## src/rtl/muldiv_unit_pkg.sv

```systemverilog
// muldiv_unit_pkg: shared definitions for the multi-cycle multiply/divide unit.
//   - MD_OP_* operation encodings carried on MDOp
//   - md_state_t FSM state encoding (also exported on the debug state signal)
//   - MD_ITER iteration count (equals operand width)
package muldiv_unit_pkg;

    localparam int unsigned MD_ITER = 32;

    localparam logic [1:0] MD_OP_MULT  = 2'b00;
    localparam logic [1:0] MD_OP_MULTU = 2'b01;
    localparam logic [1:0] MD_OP_DIV   = 2'b10;
    localparam logic [1:0] MD_OP_DIVU  = 2'b11;

    typedef enum logic [1:0] {
        MD_ST_IDLE = 2'b00,
        MD_ST_CALC = 2'b01,
        MD_ST_DONE = 2'b10
    } md_state_t;

endpackage

```

## src/rtl/muldiv_unit_if.sv

```systemverilog
// muldiv_unit_if: EX-stage request/response bundle for the multiply/divide unit.
//   master (pipeline side) drives: start, MDOp, dInA, dInB, hiWe, loWe, dInWr
//   slave  (muldiv_unit)   drives: busy, done, dOutHi, dOutLo, dbg_state
//
// Handshake: start is a request that is accepted only on a rising edge where
// busy=0; a request seen while busy=1 is dropped (no queueing), so the master
// must hold off until busy falls. Acceptance is implied by busy rising after
// that edge. Completion is signalled by done, a single-cycle pulse during which
// dOutHi/dOutLo already hold the new result. hiWe/loWe are one-cycle write
// strobes, likewise honoured only while busy=0.
interface muldiv_unit_if;

    logic                        start;
    logic [1:0]                  MDOp;
    logic [31:0]                 dInA;
    logic [31:0]                 dInB;
    logic                        hiWe;
    logic                        loWe;
    logic [31:0]                 dInWr;
    logic                        busy;
    logic                        done;
    logic [31:0]                 dOutHi;
    logic [31:0]                 dOutLo;
    muldiv_unit_pkg::md_state_t  dbg_state;

    modport master (
        output start, MDOp, dInA, dInB, hiWe, loWe, dInWr,
        input  busy, done, dOutHi, dOutLo, dbg_state
    );

    modport slave (
        input  start, MDOp, dInA, dInB, hiWe, loWe, dInWr,
        output busy, done, dOutHi, dOutLo, dbg_state
    );

endinterface

```

## src/rtl/muldiv_unit.sv

```systemverilog
// muldiv_unit: multi-cycle MULT/MULTU/DIV/DIVU unit owning the HI/LO pair.
//   clk  : rising-edge clock
//   rst  : synchronous active-high reset, aborts any running operation
//   bus  : muldiv_unit_if.slave (start/MDOp/dInA/dInB request, hiWe/loWe/dInWr
//          MTHI/MTLO writes, busy/done status, dOutHi/dOutLo result, dbg_state)
// Operation: start edge latches magnitudes and signs, 32 CALC cycles run one
// shift-add or restoring-divide step each, and the DONE edge writes the
// sign-corrected result into HI/LO and raises done for one cycle.
module muldiv_unit
    import muldiv_unit_pkg::*;
(
    input  logic          clk,
    input  logic          rst,
    muldiv_unit_if.slave  bus
);

    md_state_t   state, state_next;
    logic [4:0]  cnt;
    logic [1:0]  op_q;
    logic        sign_a, sign_b;
    logic        div0;
    logic [32:0] acc_hi;        // mult: upper product half; div: partial remainder
    logic [31:0] acc_lo;        // mult: multiplier/low product; div: dividend/quotient
    logic [31:0] opd;           // mult: multiplicand; div: divisor
    logic [31:0] hi_q, lo_q;
    logic        done_q;

    function automatic logic [31:0] neg32(input logic [31:0] v);
        return ~v + 32'd1;
    endfunction

    function automatic logic [63:0] neg64(input logic [63:0] v);
        return ~v + 64'd1;
    endfunction

    function automatic logic [31:0] abs32(input logic [31:0] v, input logic is_signed);
        return (is_signed && v[31]) ? neg32(v) : v;
    endfunction

    // Operation-dependent decode of the request and of the latched op.
    logic in_signed, in_div, q_signed, q_div;
    assign in_signed = ~bus.MDOp[0];
    assign in_div    = bus.MDOp[1];
    assign q_signed  = ~op_q[0];
    assign q_div     = op_q[1];

    // ---------------- FSM ----------------
    always_ff @(posedge clk) begin
        if (rst) state <= MD_ST_IDLE;
        else     state <= state_next;
    end

    always_comb begin
        state_next = state;
        case (state)
            MD_ST_IDLE: if (bus.start) state_next = MD_ST_CALC;
            MD_ST_CALC: if (cnt == 5'd0) state_next = MD_ST_DONE;
            MD_ST_DONE: state_next = MD_ST_IDLE;
            default:    state_next = MD_ST_IDLE;
        endcase
    end

    // ---------------- one iteration ----------------
    logic [32:0] step_hi;
    logic [31:0] step_lo;
    logic [32:0] sum;
    logic [32:0] shifted;
    logic        ge;

    always_comb begin
        sum     = {1'b0, acc_hi[31:0]} + (acc_lo[0] ? {1'b0, opd} : 33'd0);
        shifted = {acc_hi[31:0], acc_lo[31]};
        ge      = shifted >= {1'b0, opd};
        if (q_div) begin
            step_hi = ge ? (shifted - {1'b0, opd}) : shifted;
            step_lo = {acc_lo[30:0], ge};
        end else begin
            // Shift the 33-bit sum right together with the low half.
            step_hi = {1'b0, sum[32:1]};
            step_lo = {sum[0], acc_lo[31:1]};
        end
    end

    // ---------------- sign-corrected result ----------------
    logic [63:0] res_prod;
    logic [31:0] res_hi, res_lo;

    always_comb begin
        res_prod = {acc_hi[31:0], acc_lo};
        if (q_signed && (sign_a ^ sign_b)) res_prod = neg64(res_prod);
        if (q_div) begin
            res_lo = (q_signed && (sign_a ^ sign_b)) ? neg32(acc_lo) : acc_lo;
            // Remainder follows the dividend. With a zero divisor every step
            // subtracts nothing, so the remainder is |dInA| and this restores dInA.
            res_hi = (q_signed && sign_a) ? neg32(acc_hi[31:0]) : acc_hi[31:0];
            if (div0) res_lo = 32'hFFFF_FFFF;
        end else begin
            res_hi = res_prod[63:32];
            res_lo = res_prod[31:0];
        end
    end

    // ---------------- datapath ----------------
    always_ff @(posedge clk) begin
        if (rst) begin
            cnt    <= 5'd0;
            op_q   <= MD_OP_MULT;
            sign_a <= 1'b0;
            sign_b <= 1'b0;
            div0   <= 1'b0;
            acc_hi <= 33'd0;
            acc_lo <= 32'd0;
            opd    <= 32'd0;
            hi_q   <= 32'd0;
            lo_q   <= 32'd0;
            done_q <= 1'b0;
        end else begin
            done_q <= 1'b0;
            case (state)
                MD_ST_IDLE: begin
                    if (bus.hiWe) hi_q <= bus.dInWr;
                    if (bus.loWe) lo_q <= bus.dInWr;
                    if (bus.start) begin
                        op_q   <= bus.MDOp;
                        sign_a <= in_signed & bus.dInA[31];
                        sign_b <= in_signed & bus.dInB[31];
                        div0   <= in_div & (bus.dInB == 32'd0);
                        cnt    <= 5'(MD_ITER - 1);
                        acc_hi <= 33'd0;
                        if (in_div) begin
                            acc_lo <= abs32(bus.dInA, in_signed);
                            opd    <= abs32(bus.dInB, in_signed);
                        end else begin
                            acc_lo <= abs32(bus.dInB, in_signed);
                            opd    <= abs32(bus.dInA, in_signed);
                        end
                    end
                end
                MD_ST_CALC: begin
                    acc_hi <= step_hi;
                    acc_lo <= step_lo;
                    cnt    <= cnt - 5'd1;
                end
                MD_ST_DONE: begin
                    hi_q   <= res_hi;
                    lo_q   <= res_lo;
                    done_q <= 1'b1;
                end
                default: ;
            endcase
        end
    end

    assign bus.busy      = (state != MD_ST_IDLE);
    assign bus.done      = done_q;
    assign bus.dOutHi    = hi_q;
    assign bus.dOutLo    = lo_q;
    assign bus.dbg_state = state;

endmodule

```

## src/flat_wrapper.sv

```systemverilog
// flat-port wrapper written by rule: the top's interface ports become plain ports
module muldiv_unit_flat import muldiv_unit_pkg::*;
  (clk, rst, bus_start, bus_MDOp, bus_dInA, bus_dInB, bus_hiWe, bus_loWe, bus_dInWr, bus_busy, bus_done, bus_dOutHi, bus_dOutLo, bus_dbg_state);
  muldiv_unit_if bus_i ();
  input  logic clk;
  input  logic rst;
  input wire logic [$bits(bus_i.start)-1:0] bus_start;
  input wire logic [$bits(bus_i.MDOp)-1:0] bus_MDOp;
  input wire logic [$bits(bus_i.dInA)-1:0] bus_dInA;
  input wire logic [$bits(bus_i.dInB)-1:0] bus_dInB;
  input wire logic [$bits(bus_i.hiWe)-1:0] bus_hiWe;
  input wire logic [$bits(bus_i.loWe)-1:0] bus_loWe;
  input wire logic [$bits(bus_i.dInWr)-1:0] bus_dInWr;
  output wire logic [$bits(bus_i.busy)-1:0] bus_busy;
  output wire logic [$bits(bus_i.done)-1:0] bus_done;
  output wire logic [$bits(bus_i.dOutHi)-1:0] bus_dOutHi;
  output wire logic [$bits(bus_i.dOutLo)-1:0] bus_dOutLo;
  output wire logic [$bits(bus_i.dbg_state)-1:0] bus_dbg_state;
  assign bus_i.start = bus_start;
  assign bus_i.MDOp = bus_MDOp;
  assign bus_i.dInA = bus_dInA;
  assign bus_i.dInB = bus_dInB;
  assign bus_i.hiWe = bus_hiWe;
  assign bus_i.loWe = bus_loWe;
  assign bus_i.dInWr = bus_dInWr;
  assign bus_busy = bus_i.busy;
  assign bus_done = bus_i.done;
  assign bus_dOutHi = bus_i.dOutHi;
  assign bus_dOutLo = bus_i.dOutLo;
  assign bus_dbg_state = bus_i.dbg_state;
  muldiv_unit u_core (.clk(clk), .rst(rst), .bus(bus_i));
endmodule
```

## config.mk

```make
export PLATFORM = sky130hd
export DESIGN_NAME = muldiv_unit_flat
export DESIGN_NICKNAME = d
export VERILOG_FILES = /design/src/rtl/muldiv_unit_pkg.sv /design/src/rtl/muldiv_unit_if.sv /design/src/rtl/muldiv_unit.sv /design/src/flat_wrapper.sv
export SDC_FILE = /design/constraint.sdc
export NUM_CORES = 1
export LEC_CHECK = 0
export ABC_AREA = 1
export CAP_MARGIN = 15
export CORE_UTILIZATION = 31
export DETAILED_ROUTE_END_ITERATION = 8
export GPL_TIMING_DRIVEN = 0
export SYNTH_ARGS = -nofsm -noshare
export SYNTH_HDL_FRONTEND = slang
export SYNTH_SLANG_ARGS = --single-unit
```

## constraint.sdc

```tcl
create_clock -name clk -period 3.26 [get_ports clk]
set_input_delay 0.489 -clock clk [delete_from_list [all_inputs] [get_ports clk]]
set_output_delay 0.489 -clock clk [all_outputs]
set_load 0.02 [all_outputs]
```

==> metrics <==
vias per cell 5.405; P&R area growth vs syn 18.61%; relative slew slack 0.3293; CP required 3.63 ns; combinational share of power 0.522; critical path fanouts, max 18; DRT iter0 DRCs 2,512; CTS hold repair buffers 0; cell count of the worst reg-to-reg path 16; Cells after Synth 3,041; Worst Skew 0.01728 ns; IO buf count 168; post-route ant nets 0; max incr delay on CP 0.49 ns; register area 3465 um^2; Seq cells post-synth 173; largest net degree at the start of global routing 19; CTS Root Cell clkbuf_16; Final GP Congestion 1.026; fin crit share 0.9408; first-pass GRT wire length 126.7 mm; Net Sw Power 4.988 mW; hold path start u_core.cnt[4]; final wirelength 86.18 mm; Pwr per Cell Area 488.3 nW/um^2; total CTS buffers 17; HP Class reg2reg; Syn. warnings 0; Least-Margin Pin Slew 1.006 ns; crit start category flip-flop; H-tree level count 4; most used cell along the critical path nand2_1; reg-to-reg startpoint u_core.acc_lo[0]; Hold EP u_core.cnt[4]; critical path type reg2reg; DRC viols 0; final setup violation count 0; Max Buffers Root-to-Sink 2; syn avg cell area 5.654 um^2; end of the worst register-to-register path u_core.acc_hi[23]; Clock power frac 0.208; flop-to-flop setup slack 0.19 ns; Clock Sinks 173; initial antenna violation count 0; DR vias 21,510; number of synthesized flops with an enable pin 0; detailed-route wire length per cell 21.65 um; CP Cell Sequence buf_6 -> nand2_1 -> inv_1 -> ha_2 -> inv_1 -> fa_1 -> o21ai_2 -> nand2_1 -> nand2_1 -> nand2_1 -> a21boi_0 -> nor2_1 -> nand2_1 -> nand3_1 -> nand4_1 -> nand2_1; Switching Fraction 0.5009; Unique masters post-synth 54; gr ovfl total 0; Fill cells 6,117; Mapped Area 17,190 um^2; Non-Filler Instances 3,980; arrival time worst endpoint 3.44 ns; All-Layer GR Usage 0.3004; RSZ-0062 raised after global routing false; Max-Cap Viols 0; Multi-input gate area 11,540 um^2; post-synthesis async set-or-reset flop share 0; Finished Cell Area 20,390 um^2; Hold Path Depth 1; Initial Util 0.3164; final net count 3,402; CTS tree built; Fmax 326.0 MHz; share of cells above drive strength 1 0.03302; Power Internal 4.970 mW; Pleak 9.790 nW; Main synth FF type dfxtp_1; first drt pass iteration count 6; die height 237.5 um; Rows 85; vias in the first global route 19,950; Final Hold Viols 0; run status finished, final reports clean; DP Area 19,800 um^2; fin crit period 3.067 ns; Clock transition at path regs 0.08 ns; Seq/Total Area, Yosys 0.2014; die area 56,410 um^2; width of the die 237.5 um; Setup Buffers After CTS 0; Final Max Slew Viols 0; placed cells 3,948; Skew-Pair Late Insertion Delay 0.47 ns; DP Wirelength 72.41 mm; post-synthesis net count 3,216; Core Region 54,350 um^2; CP max stage cell fa_1; Sequential Power Share 0.270; Worst VDD drop 0.0003977 V; number of top-level pins 171; Critical Path Sink Type flip-flop
power groups by stage:
stage / registers [mW] / clock network (mW) / logic (mW)
after CTS: 2.66 / 2.08 / 5.05
final: 2.69 / 2.07 / 5.20
after global routing: 2.69 / 2.17 / 5.63
after global placement: 2.71 / 0 / 5.05
after detailed placement: 2.71 / 0 / 5.02
after floorplan: 2.67 / 0 / 3.13
synth_stat cells, types with 2 or more instances:
cell type	count	share of area
a21oi_1	249	0.072
nor2_8	2	0.0023
nor3_1	39	0.011
o221ai_1	5	0.0025
nand4_1	54	0.020
nand2_1	870	0.19
ha_1	70	0.051
nand2_2	10	0.0036
nor3b_1	2	0.00087
or2_2	3	0.0011
a31oi_1	44	0.016
nand3_1	238	0.069
buf_6	5	0.0033
buf_2	7	0.0020
a21oi_2	3	0.0015
clkbuf_1	82	0.018
nor2_1	243	0.053
xor2_1	60	0.031
inv_2	11	0.0024
inv_1	448	0.098
nand3_2	3	0.0017
nor2_4	3	0.0020
nor4_1	8	0.0029
o2111ai_1	6	0.0031
o21ai_1	7	0.0020
and3_1	2	0.00073
fa_1	2	0.0023
o21ai_0	238	0.069
buf_1	18	0.0039
a211oi_1	6	0.0026
o211ai_1	18	0.0079
o21a_1	6	0.0026
and2_1	4	0.0015
o21ai_2	4	0.0020
a22oi_1	9	0.0039
clkinv_1	2	0.00044
o31ai_1	7	0.0031
xnor2_1	28	0.014
dfxtp_1	173	0.20
a21o_1	3	0.0013
nand3b_1	14	0.0061
nor2_2	13	0.0047
o21bai_1	11	0.0048
metal layers:
metal	vias up	part of all wire	track usage
li1	10260	-	-
met1	9883	0.43	0.4209
met2	1202	0.42	0.4546
met3	173	0.11	0.04773
met4	0	0.041	0.1234
met5	-	0	0
cell type report:
class,instances,share of cell area
tap,739,0.04534
sequential,173,0.1699
inverter,462,0.08516
clock buffer,17,0.02086
antenna,1,0.0001227
timing repair buffer,168,0.08246
buffer,111,0.02313
multi-input combinational,2294,0.5658
clock inverter,15,0.007240
cell usage in the layout (no fill, tap or decap), types with 4 or more instances in the layout:
master | synthesis | final
a21oi_1 | 249 | 249
nor4_1 | 8 | 8
a31oi_1 | 44 | 44
o21bai_1 | 11 | 11
clkbuf_16 | 0 | 17
clkbuf_1 | 82 | 80
o21ai_2 | 4 | 5
o21ai_1 | 7 | 7
nand2_1 | 870 | 870
ha_1 | 70 | 69
inv_2 | 11 | 11
clkdlybuf4s50_1 | 0 | 168
a22oi_1 | 9 | 9
nand2_2 | 10 | 10
nor2_2 | 13 | 13
buf_1 | 18 | 17
o21ai_0 | 238 | 237
o2111ai_1 | 6 | 6
nand4_1 | 54 | 54
nand3_2 | 3 | 4
and2_1 | 4 | 4
nand3b_1 | 14 | 14
o21a_1 | 6 | 6
dfxtp_1 | 173 | 172
nor3_1 | 39 | 39
o211ai_1 | 18 | 18
inv_1 | 448 | 448
o221ai_1 | 5 | 5
buf_6 | 5 | 6
nand3_1 | 238 | 237
nor2_1 | 243 | 243
o31ai_1 | 7 | 7
xnor2_1 | 28 | 28
inv_6 | 0 | 5
xor2_1 | 60 | 60
buf_2 | 7 | 6
a211oi_1 | 6 | 6
flip-flops by register name, indices dropped and copies added (netlist names), 2 cells and up:
| signal | cells |
|---|---|
| u_core.opd | 32 |
| u_core.bus.dOutLo | 32 |
| u_core.bus.dOutHi | 32 |
| u_core.cnt | 5 |
| u_core.op_q | 2 |
| u_core.bus.dbg_state | 2 |
| u_core.acc_lo | 32 |
| u_core.acc_hi | 32 |
logic make-up after synthesis:
kind of cell / Yosys count / share of synthesized area
DFF: 173 / 0.2014
adders and majority gates: 72 / 0.05327
AOI/OAI and AO/OA: 621 / 0.1979
xor gates and xnor gates: 88 / 0.04483
and+or+nand+nor: 1513 / 0.3744
buffers and inverters: 574 / 0.1282
worst max-delay path: cells and delay by family (launching register included):
kind,cells,cell delay (ns)
buffers and inverters,3,0.35
and+or+nand+nor,9,0.98
adders and majority gates,2,0.75
DFF,1,0.32
AOI/OAI and AO/OA,2,0.56
how the worst max path moves through the flow:
stage	from	slack, ns	to
after detailed placement	u_core.acc_lo[0]	-0.51	u_core.acc_hi[23]
final	u_core.acc_lo[0]	0.19	u_core.acc_hi[23]
after global routing	u_core.acc_lo[0]	0.06	u_core.acc_hi[23]
after floorplan	u_core.acc_lo[0]	0.60	u_core.acc_hi[23]
after global placement	u_core.acc_lo[0]	-0.50	u_core.acc_hi[23]
after CTS	u_core.acc_lo[0]	0.06	u_core.acc_hi[23]
metrics by stage:
stage	power (mW)	setup WS, ns	utilization	hold WS [ns]	setup TNS (ns)
final	9.958	0.1930	0.3752	0.4806	0
after global routing	10.49	0.05886	0.3752	0.4991	0
after CTS	9.786	0.06404	0.3748	0.4742	0
after detailed placement	7.734	-0.5126	0.3643	0.4648	-2.963
after global placement	7.765	-0.5035	0.3643	0.4557	-3.030
after floorplan	5.805	0.5980	-	0.4332	0
timing repair:
action | in CTS | in global routing
pin swaps | 0 | 0
setup endpoints to repair | 10 | 10
resized for setup | 2 | 8
Note: power is estimated with default switching activity, not from simulation.
